--- config.mk ---
export PLATFORM = sky130hd
export DESIGN_NAME = uart_word_rx
export DESIGN_NICKNAME = d
export VERILOG_FILES = /design/src/rtl/uart_pkg.sv /design/src/rtl/uart_rx.sv /design/src/rtl/uart_word_rx.sv
export SDC_FILE = /design/constraint.sdc
export NUM_CORES = 2
export LEC_CHECK = 0
export ABC_AREA = 1
export CAP_MARGIN = 15
export CELL_PAD_IN_SITES_DETAIL_PLACEMENT = 2
export CELL_PAD_IN_SITES_GLOBAL_PLACEMENT = 2
export CORE_MARGIN = 4
export CORE_UTILIZATION = 44
export DETAILED_ROUTE_END_ITERATION = 16
export GPL_ROUTABILITY_DRIVEN = 0
export HOLD_SLACK_MARGIN = 0.08
export MAX_ROUTING_LAYER = met4
export PLACE_DENSITY_LB_ADDON = 0.05
export REMOVE_ABC_BUFFERS = 1
export SLEW_MARGIN = 0
export SYNTH_ARGS = -nofsm -noshare
export SYNTH_HDL_FRONTEND = slang
export SYNTH_SLANG_ARGS = --single-unit
--- constraint.sdc ---
create_clock -name clk -period 5.2 [get_ports clk]
set_input_delay 0.52 -clock clk [delete_from_list [all_inputs] [get_ports clk]]
set_output_delay 0.52 -clock clk [all_outputs]
set_load 0.03 [all_outputs]
--- src/rtl/uart_pkg.sv ---
// uart_pkg: shared types and constants for the UART word receiver.
// Contents:
//   WORD_W, BYTES_PER_WORD - assembled word geometry
//   byte_pos_t             - byte position within a word being assembled
//   uart_byte_t            - one received UART byte
//   rx_state_t             - bit-level receive FSM states used by uart_rx
package uart_pkg;

    localparam int WORD_W         = 32;
    localparam int BYTES_PER_WORD = 4;

    typedef logic [1:0] byte_pos_t;
    typedef logic [7:0] uart_byte_t;

    typedef enum logic [1:0] {
        RX_IDLE,
        RX_START,
        RX_DATA,
        RX_STOP
    } rx_state_t;

endpackage

--- src/rtl/uart_rx.sv ---
// uart_rx: 8N1 UART byte receiver with a two-flop input synchronizer.
// Ports:
//   clk      - system clock
//   rstn     - synchronous active-low reset
//   rxd      - asynchronous serial input, idle high
//   rx_data  - last received byte, valid with rx_ready
//   rx_ready - one-cycle pulse per received byte
//   ferr     - stop bit of the byte reported with rx_ready was low
module uart_rx
    import uart_pkg::*;
#(
    parameter int CLK_PER_HALF_BIT = 260
) (
    input  logic       clk,
    input  logic       rstn,
    input  logic       rxd,
    output uart_byte_t rx_data,
    output logic       rx_ready,
    output logic       ferr
);

    localparam int CNT_W = $clog2(2 * CLK_PER_HALF_BIT + 1);
    localparam logic [CNT_W-1:0] HALF_LAST = CNT_W'(CLK_PER_HALF_BIT - 1);
    localparam logic [CNT_W-1:0] FULL_LAST = CNT_W'(2 * CLK_PER_HALF_BIT - 1);

    logic       r_sync1;
    logic       r_sync2;
    logic       r_prev;
    rx_state_t  r_state;
    logic [CNT_W-1:0] r_cnt;
    logic [2:0] r_bitIdx;
    uart_byte_t r_shift;

    // Synchronize rxd and keep one extra stage so a start bit is recognised
    // only on a real high-to-low edge. After a framing error the line may
    // still be low, and that must not be mistaken for a new start bit.
    always_ff @(posedge clk) begin
        if (!rstn) begin
            r_sync1 <= 1'b1;
            r_sync2 <= 1'b1;
            r_prev  <= 1'b1;
        end else begin
            r_sync1 <= rxd;
            r_sync2 <= r_sync1;
            r_prev  <= r_sync2;
        end
    end

    // Bit-level FSM: wait half a bit to reach mid-start, then sample every
    // full bit period for 8 data bits (LSB first) and the stop bit.
    always_ff @(posedge clk) begin
        if (!rstn) begin
            r_state  <= RX_IDLE;
            r_cnt    <= '0;
            r_bitIdx <= '0;
            r_shift  <= '0;
            rx_data  <= '0;
            rx_ready <= 1'b0;
            ferr     <= 1'b0;
        end else begin
            rx_ready <= 1'b0;
            case (r_state)
                RX_IDLE: begin
                    r_cnt <= '0;
                    if (r_prev && !r_sync2) begin
                        r_state <= RX_START;
                    end
                end
                RX_START: begin
                    if (r_cnt == HALF_LAST) begin
                        r_cnt    <= '0;
                        r_bitIdx <= '0;
                        r_state  <= r_sync2 ? RX_IDLE : RX_DATA;
                    end else begin
                        r_cnt <= r_cnt + 1'b1;
                    end
                end
                RX_DATA: begin
                    if (r_cnt == FULL_LAST) begin
                        r_cnt   <= '0;
                        r_shift <= {r_sync2, r_shift[7:1]};
                        if (r_bitIdx == 3'd7) begin
                            r_state <= RX_STOP;
                        end else begin
                            r_bitIdx <= r_bitIdx + 1'b1;
                        end
                    end else begin
                        r_cnt <= r_cnt + 1'b1;
                    end
                end
                RX_STOP: begin
                    if (r_cnt == FULL_LAST) begin
                        r_cnt    <= '0;
                        rx_ready <= 1'b1;
                        rx_data  <= r_shift;
                        ferr     <= !r_sync2;
                        r_state  <= RX_IDLE;
                    end else begin
                        r_cnt <= r_cnt + 1'b1;
                    end
                end
                default: r_state <= RX_IDLE;
            endcase
        end
    end

endmodule

--- src/rtl/uart_word_rx.sv ---
// uart_word_rx: assembles received UART bytes (LSB first) into 32-bit words
// and queues them in a FIFO popped by the core with a valid/taken handshake.
// Ports:
//   clk, rstn       - clock and synchronous active-low reset
//   rxd             - serial input, 8N1, idle high
//   core_data       - FIFO head word (0 while empty)
//   core_data_valid - FIFO non-empty
//   core_data_taken - pop request, ignored while empty
//   word_count      - words currently stored
//   frame_err       - sticky: byte received with framing error
//   overflow        - sticky: completed word dropped, FIFO full
//   timeout_err     - sticky: partial word dropped on idle timeout
// Build option: define UART_RX_TIMEOUT_EN to enable the partial-word idle
// timeout; otherwise timeout_err is tied low and partial words wait forever.
module uart_word_rx
    import uart_pkg::*;
#(
    parameter int CLK_PER_HALF_BIT = 260,
    parameter int DEPTH_LOG2       = 6,
    parameter int TIMEOUT_CYCLES   = 1_000_000
) (
    input  logic              clk,
    input  logic              rstn,
    input  logic              rxd,
    output logic [WORD_W-1:0] core_data,
    output logic              core_data_valid,
    input  logic              core_data_taken,
    output logic [DEPTH_LOG2:0] word_count,
    output logic              frame_err,
    output logic              overflow,
    output logic              timeout_err
);

    localparam int DEPTH = 1 << DEPTH_LOG2;
    localparam logic [DEPTH_LOG2:0] FULL_COUNT = {1'b1, {DEPTH_LOG2{1'b0}}};
    localparam byte_pos_t LAST_POS = byte_pos_t'(BYTES_PER_WORD - 1);

    uart_byte_t w_rxData;
    logic       w_rxReady;
    logic       w_rxFerr;

    logic [WORD_W-1:0]   r_mem [DEPTH];
    logic [DEPTH_LOG2-1:0] r_rdPtr;
    logic [DEPTH_LOG2-1:0] r_wrPtr;
    logic [DEPTH_LOG2:0] r_count;
    byte_pos_t           r_pos;
    logic [WORD_W-9:0]   r_partial;
    logic                r_frameErr;
    logic                r_overflow;

    logic              w_wordDone;
    logic [WORD_W-1:0] w_fullWord;
    logic              w_pop;
    logic              w_push;
    logic              w_timeoutHit;

    uart_rx #(
        .CLK_PER_HALF_BIT(CLK_PER_HALF_BIT)
    ) u_rx (
        .clk     (clk),
        .rstn    (rstn),
        .rxd     (rxd),
        .rx_data (w_rxData),
        .rx_ready(w_rxReady),
        .ferr    (w_rxFerr)
    );

    // The top byte goes straight from the receiver into the pushed word, so
    // only the lower three bytes need holding.
    assign w_wordDone = w_rxReady && !w_rxFerr && (r_pos == LAST_POS);
    assign w_fullWord = {w_rxData, r_partial};
    assign w_pop      = core_data_taken && (r_count != '0);
    // A pop in the same cycle frees a slot, so a full FIFO still accepts.
    assign w_push     = w_wordDone && ((r_count != FULL_COUNT) || w_pop);

    assign core_data       = (r_count == '0) ? '0 : r_mem[r_rdPtr];
    assign core_data_valid = (r_count != '0);
    assign word_count      = r_count;
    assign frame_err       = r_frameErr;
    assign overflow        = r_overflow;

`ifdef UART_RX_TIMEOUT_EN
    localparam int TO_W = $clog2(TIMEOUT_CYCLES + 1);
    localparam logic [TO_W-1:0] TO_LIMIT = TO_W'(TIMEOUT_CYCLES);

    logic [TO_W-1:0] r_idleCnt;
    logic            r_timeoutErr;

    assign w_timeoutHit = (r_pos != '0) && (r_idleCnt == TO_LIMIT) && !w_rxReady;
    assign timeout_err  = r_timeoutErr;

    // Idle counter only runs with a partial word pending; it parks at the
    // limit once the word is discarded and restarts from the next byte.
    always_ff @(posedge clk) begin
        if (!rstn) begin
            r_idleCnt    <= '0;
            r_timeoutErr <= 1'b0;
        end else begin
            if (w_rxReady) begin
                r_idleCnt <= '0;
            end else if ((r_pos != '0) && (r_idleCnt != TO_LIMIT)) begin
                r_idleCnt <= r_idleCnt + 1'b1;
            end
            if (w_timeoutHit) begin
                r_timeoutErr <= 1'b1;
            end
        end
    end
`else
    logic w_unusedTimeoutParam;

    // Keeps the parameter referenced when the timeout logic is compiled out.
    assign w_unusedTimeoutParam = (TIMEOUT_CYCLES != 0);
    assign w_timeoutHit         = 1'b0;
    assign timeout_err          = 1'b0;
`endif

    // Byte assembler: good bytes land by position; a framing error or an
    // idle timeout restarts the word. Stale partial bytes need no clearing
    // because every position is rewritten before the next push.
    always_ff @(posedge clk) begin
        if (!rstn) begin
            r_pos      <= '0;
            r_partial  <= '0;
            r_frameErr <= 1'b0;
            r_overflow <= 1'b0;
        end else begin
            if (w_rxReady) begin
                if (w_rxFerr) begin
                    r_pos      <= '0;
                    r_frameErr <= 1'b1;
                end else begin
                    case (r_pos)
                        2'd0:    r_partial[7:0]   <= w_rxData;
                        2'd1:    r_partial[15:8]  <= w_rxData;
                        2'd2:    r_partial[23:16] <= w_rxData;
                        default: ;
                    endcase
                    r_pos <= r_pos + 1'b1;
                end
            end else if (w_timeoutHit) begin
                r_pos <= '0;
            end
            if (w_wordDone && !w_push) begin
                r_overflow <= 1'b1;
            end
        end
    end

    // FIFO pointers and occupancy; simultaneous push and pop leave the
    // count unchanged.
    always_ff @(posedge clk) begin
        if (!rstn) begin
            r_rdPtr <= '0;
            r_wrPtr <= '0;
            r_count <= '0;
        end else begin
            if (w_push) begin
                r_wrPtr <= r_wrPtr + 1'b1;
            end
            if (w_pop) begin
                r_rdPtr <= r_rdPtr + 1'b1;
            end
            case ({w_push, w_pop})
                2'b10:   r_count <= r_count + 1'b1;
                2'b01:   r_count <= r_count - 1'b1;
                default: ;
            endcase
        end
    end

    // Storage array has no reset; the pointers and count define its contents.
    always_ff @(posedge clk) begin
        if (w_push) begin
            r_mem[r_wrPtr] <= w_fullWord;
        end
    end

endmodule

==> qor.csv <==
stage,metric,value,unit
drt,DR vias/cell,6.05,
final_layout,post-route design area,96900,um^2
synthesis,Post-Synth Simple-Gate Area,21.8,%
floorplanning,die area,202000,um^2
synthesis,register area share after synthesis,73.7,%
synthesis,adder-cell share of the synthesized area,0.227,%
timing,final clock skew,0.0301,ns
floorplanning,Initial Utilization,44.4,%
worst_setup_path,critical path arrival,4.34,ns
pwr,power density over the cells,448,nW/um^2
timing,RSZ-0062 raised after global routing,false,
pwr,Clk pwr share,35.9,%
drt,DRT Wirelength,312,mm
worst_setup_path,critical path peak fanout,75,
synthesis,largest family of logic cells by synthesized area,simple AND/OR/NAND/NOR gates,
run_status,status,"finished, final reports clean",
grt,first-pass GRT wire length,454,mm
synthesis,Synth area leaders,"edfxtp_1 (72%), nand3_1 (11%), nand2_1 (9.9%), dfxtp_1 (2.1%), buf_2 (1.3%)",
drt,Pre-antenna DRT Iters,6,
synthesis,#FFs+latches synth,2137,
final_layout,fin util,50.1,%
placement,DP Area,89900,um^2
synthesis,mux cell area share after synthesis,0,%
synthesis,"count leader, synth",nand2_1,
synthesis,Synth cell types,39,
worst_hold_path,Min-Delay Path Depth,2,
drt,Avg WL per Cell,31.4,um
timing,final hold viol count,0,
final_layout,Layout area overhead,12.8,%
worst_setup_path,R2R depth,10,
timing,Tmin final,4.86,ns
final_layout,final std cells w/o fill,9939,
floorplanning,Die Wd,450,um
synthesis,Syn Inst Count,7226,
grt,largest net degree at the start of global routing,209,
clock_tree,clock tree from TritonCTS,done,
flow_run,max_cap viols,0,
synthesis,Synth Area in Compound Gates,1.19,%
grt,antenna violations before repair,8,
floorplanning,row cnt,161,
clock_tree,clk buf depth,3,
floorplanning,# IOs,47,
grt,vias in the first global route,65718,
clock_tree,Worst-Skew Late Latency,0.86,ns
synthesis,syn_area_per_cell,11.9,um^2
clock_tree,Root Driver,clkbuf_16,
placement,Final HPWL DP,169,mm
timing,WHS,0.251,ns
pwr,worst vdd ir,0.383,mV
timing,Final Setup Violations,0,
worst_setup_path,worst setup path category,reg2out,
drt,DRT antenna net count,0,
synthesis,XOR/XNOR Fraction of Synth Area,0.0816,%
synthesis,Post-synth ARST share,0,%
timing,Worst-Margin Slew,1.16,ns
worst_hold_path,HP Class,in2reg,
timing,Slew headroom,22.8,%
floorplanning,Core Area,193000,um^2
timing,Max Slew Vio Count,0,
synthesis,Yosys top cell by area,edfxtp_1,
clock_tree,clk sink count,2137,
worst_setup_path,Critical Path RT,4.68,ns
placement,dpl cells,9511,
synthesis,commonest cells in the netlist,"nand2_1 (2,274), edfxtp_1 (2,048), nand3_1 (1,819), buf_2 (224), nor2_1 (224)",
worst_setup_path,startpoint types,flop,
pwr,sw frac,30.9,%
clock_tree,PostCTS Resize Cnt,0,
synthesis,Post-synth EDFFs,2048,
pwr,sequential power share,43.0,%
pwr,LEAKAGE,34.7,nW
worst_setup_path,CP endpoint kind,output port,
clock_tree,CTS hold repair buffers,0,
synthesis,Synth Cell Area,85900,um^2
clock_tree,Num CTS Buffers,226,
grt,GRT Overall Usage,31.2,%
drt,residual DRC count,0,
drt,initial DRC count,6525,
pwr,Comb pwr share,21.1,%
clock_tree,Worst-path clk slew,0.06,ns
final_layout,final net count,7232,
pwr,Internal Power,0.0300,W
clock_tree,setup bufs post-CTS,0,
timing,Final period util,93.5,%
pwr,Switch Pwr,0.0134,W
synthesis,Yosys top cell area share,71.6,%
clock_tree,H-tree lvl count,4,
final_layout,layout cell share with drive strength beyond 1,8.64,%
synthesis,ys flop type,edfxtp_1,
timing,FMAX,206,MHz
floorplanning,DIE HEIGHT,450,um
drt,vias,60164,
placement,# port buffers,45,
grt,global route total overflow,0,
synthesis,Synth Warn #,0,
final cells by class:
class	instances	area, um^2
fillers	18790	96500
flip-flops and latches	2137	63400
multi-input cells	4571	20500
clock buffers	286	6020
well taps	2526	3160
repair buffers	226	2670
clock inverters	139	937
inverters	51	238
diodes	3	7.51
cell usage in the layout, fill, tap and decap left out, drive strengths merged, types with 74 or more instances in the layout:
cell type / instances
edfxtp: 2048
clkinv: 122
nor2: 227
a21oi: 92
nand2: 2276
dfxtp: 89
clkbuf: 286
buf: 213
nand3: 1822
o21ai: 74
worst paths after layout:
kind | from | to | slack (ns)
max | flop | core_data[0] | 0.34
min reg2reg | u_rx.r_sync1 | u_rx.r_sync2 | 0.42
max reg2reg | u_rx.rx_ready | r_mem[59][6] | 1.24
min | rxd | u_rx.r_sync1 | 0.25
state kept, by name, indices dropped and copies added, names as in the netlist, 2 cells and up, named ones only:
signal and cells:
r_mem 2048, r_partial 24, u_rx.r_cnt 10, u_rx.r_shift 8, u_rx.rx_data 8, word_count 7, r_rdPtr 6, r_wrPtr 6
u_rx.r_bitIdx 3, r_pos 2
worst max-delay path, stage by stage, from the launching register on:
cell and delay, ns:
dfxtp_4 0.47, buf_4 0.73, buf_4 0.64, nand2_1 0.12, nand3_1 0.12, nand3_1 0.09
nand2_1 0.11, nand2_1 0.12, nand2_1 0.18, nand2_1 0.12, nand3_1 0.12, nand2_1 0.11
nor2_1 0.33, buf_12 0.17
through the flow:
stage | TNS, ns | total power (W) | setup slack, ns
finish | 0 | 0.0434 | 0.337
global route | 0 | 0.0451 | 0.0593
CTS | 0 | 0.0437 | 0.258
detailed placement | 0 | 0.0281 | 1.01
global placement | 0 | 0.0277 | 1.13
floorplan | -1306.46 | 0.0244 | -40.85
layer usage:
layer	track usage [%]	vias to the layer above	share of wire, %
li1	-	25620	-
met1	40.2	31930	41
met2	52.2	2091	50
met3	3.86	523	5.9
met4	8.99	0	2.9
met5	-	-	0
logic make-up (layout without fill, tap and decap cells):
family	after synthesis	after routing
simple gates	4351	4351
flops	2137	2137
buf+inv	518	702
compound gates	196	196
fa+ha+maj	15	15
xor+xnor	8	8
other cells	1	4
power groups by stage:
stage / logic (W) / registers (W) / clock network [W]
global placement: 0.00869 / 0.0190 / 0
CTS: 0.00919 / 0.0187 / 0.0158
global route: 0.00990 / 0.0187 / 0.0165
detailed placement: 0.00905 / 0.0190 / 0
finish: 0.00914 / 0.0187 / 0.0156
floorplan: 0.00489 / 0.0195 / 0
Power figures use the tool's default switching activity.
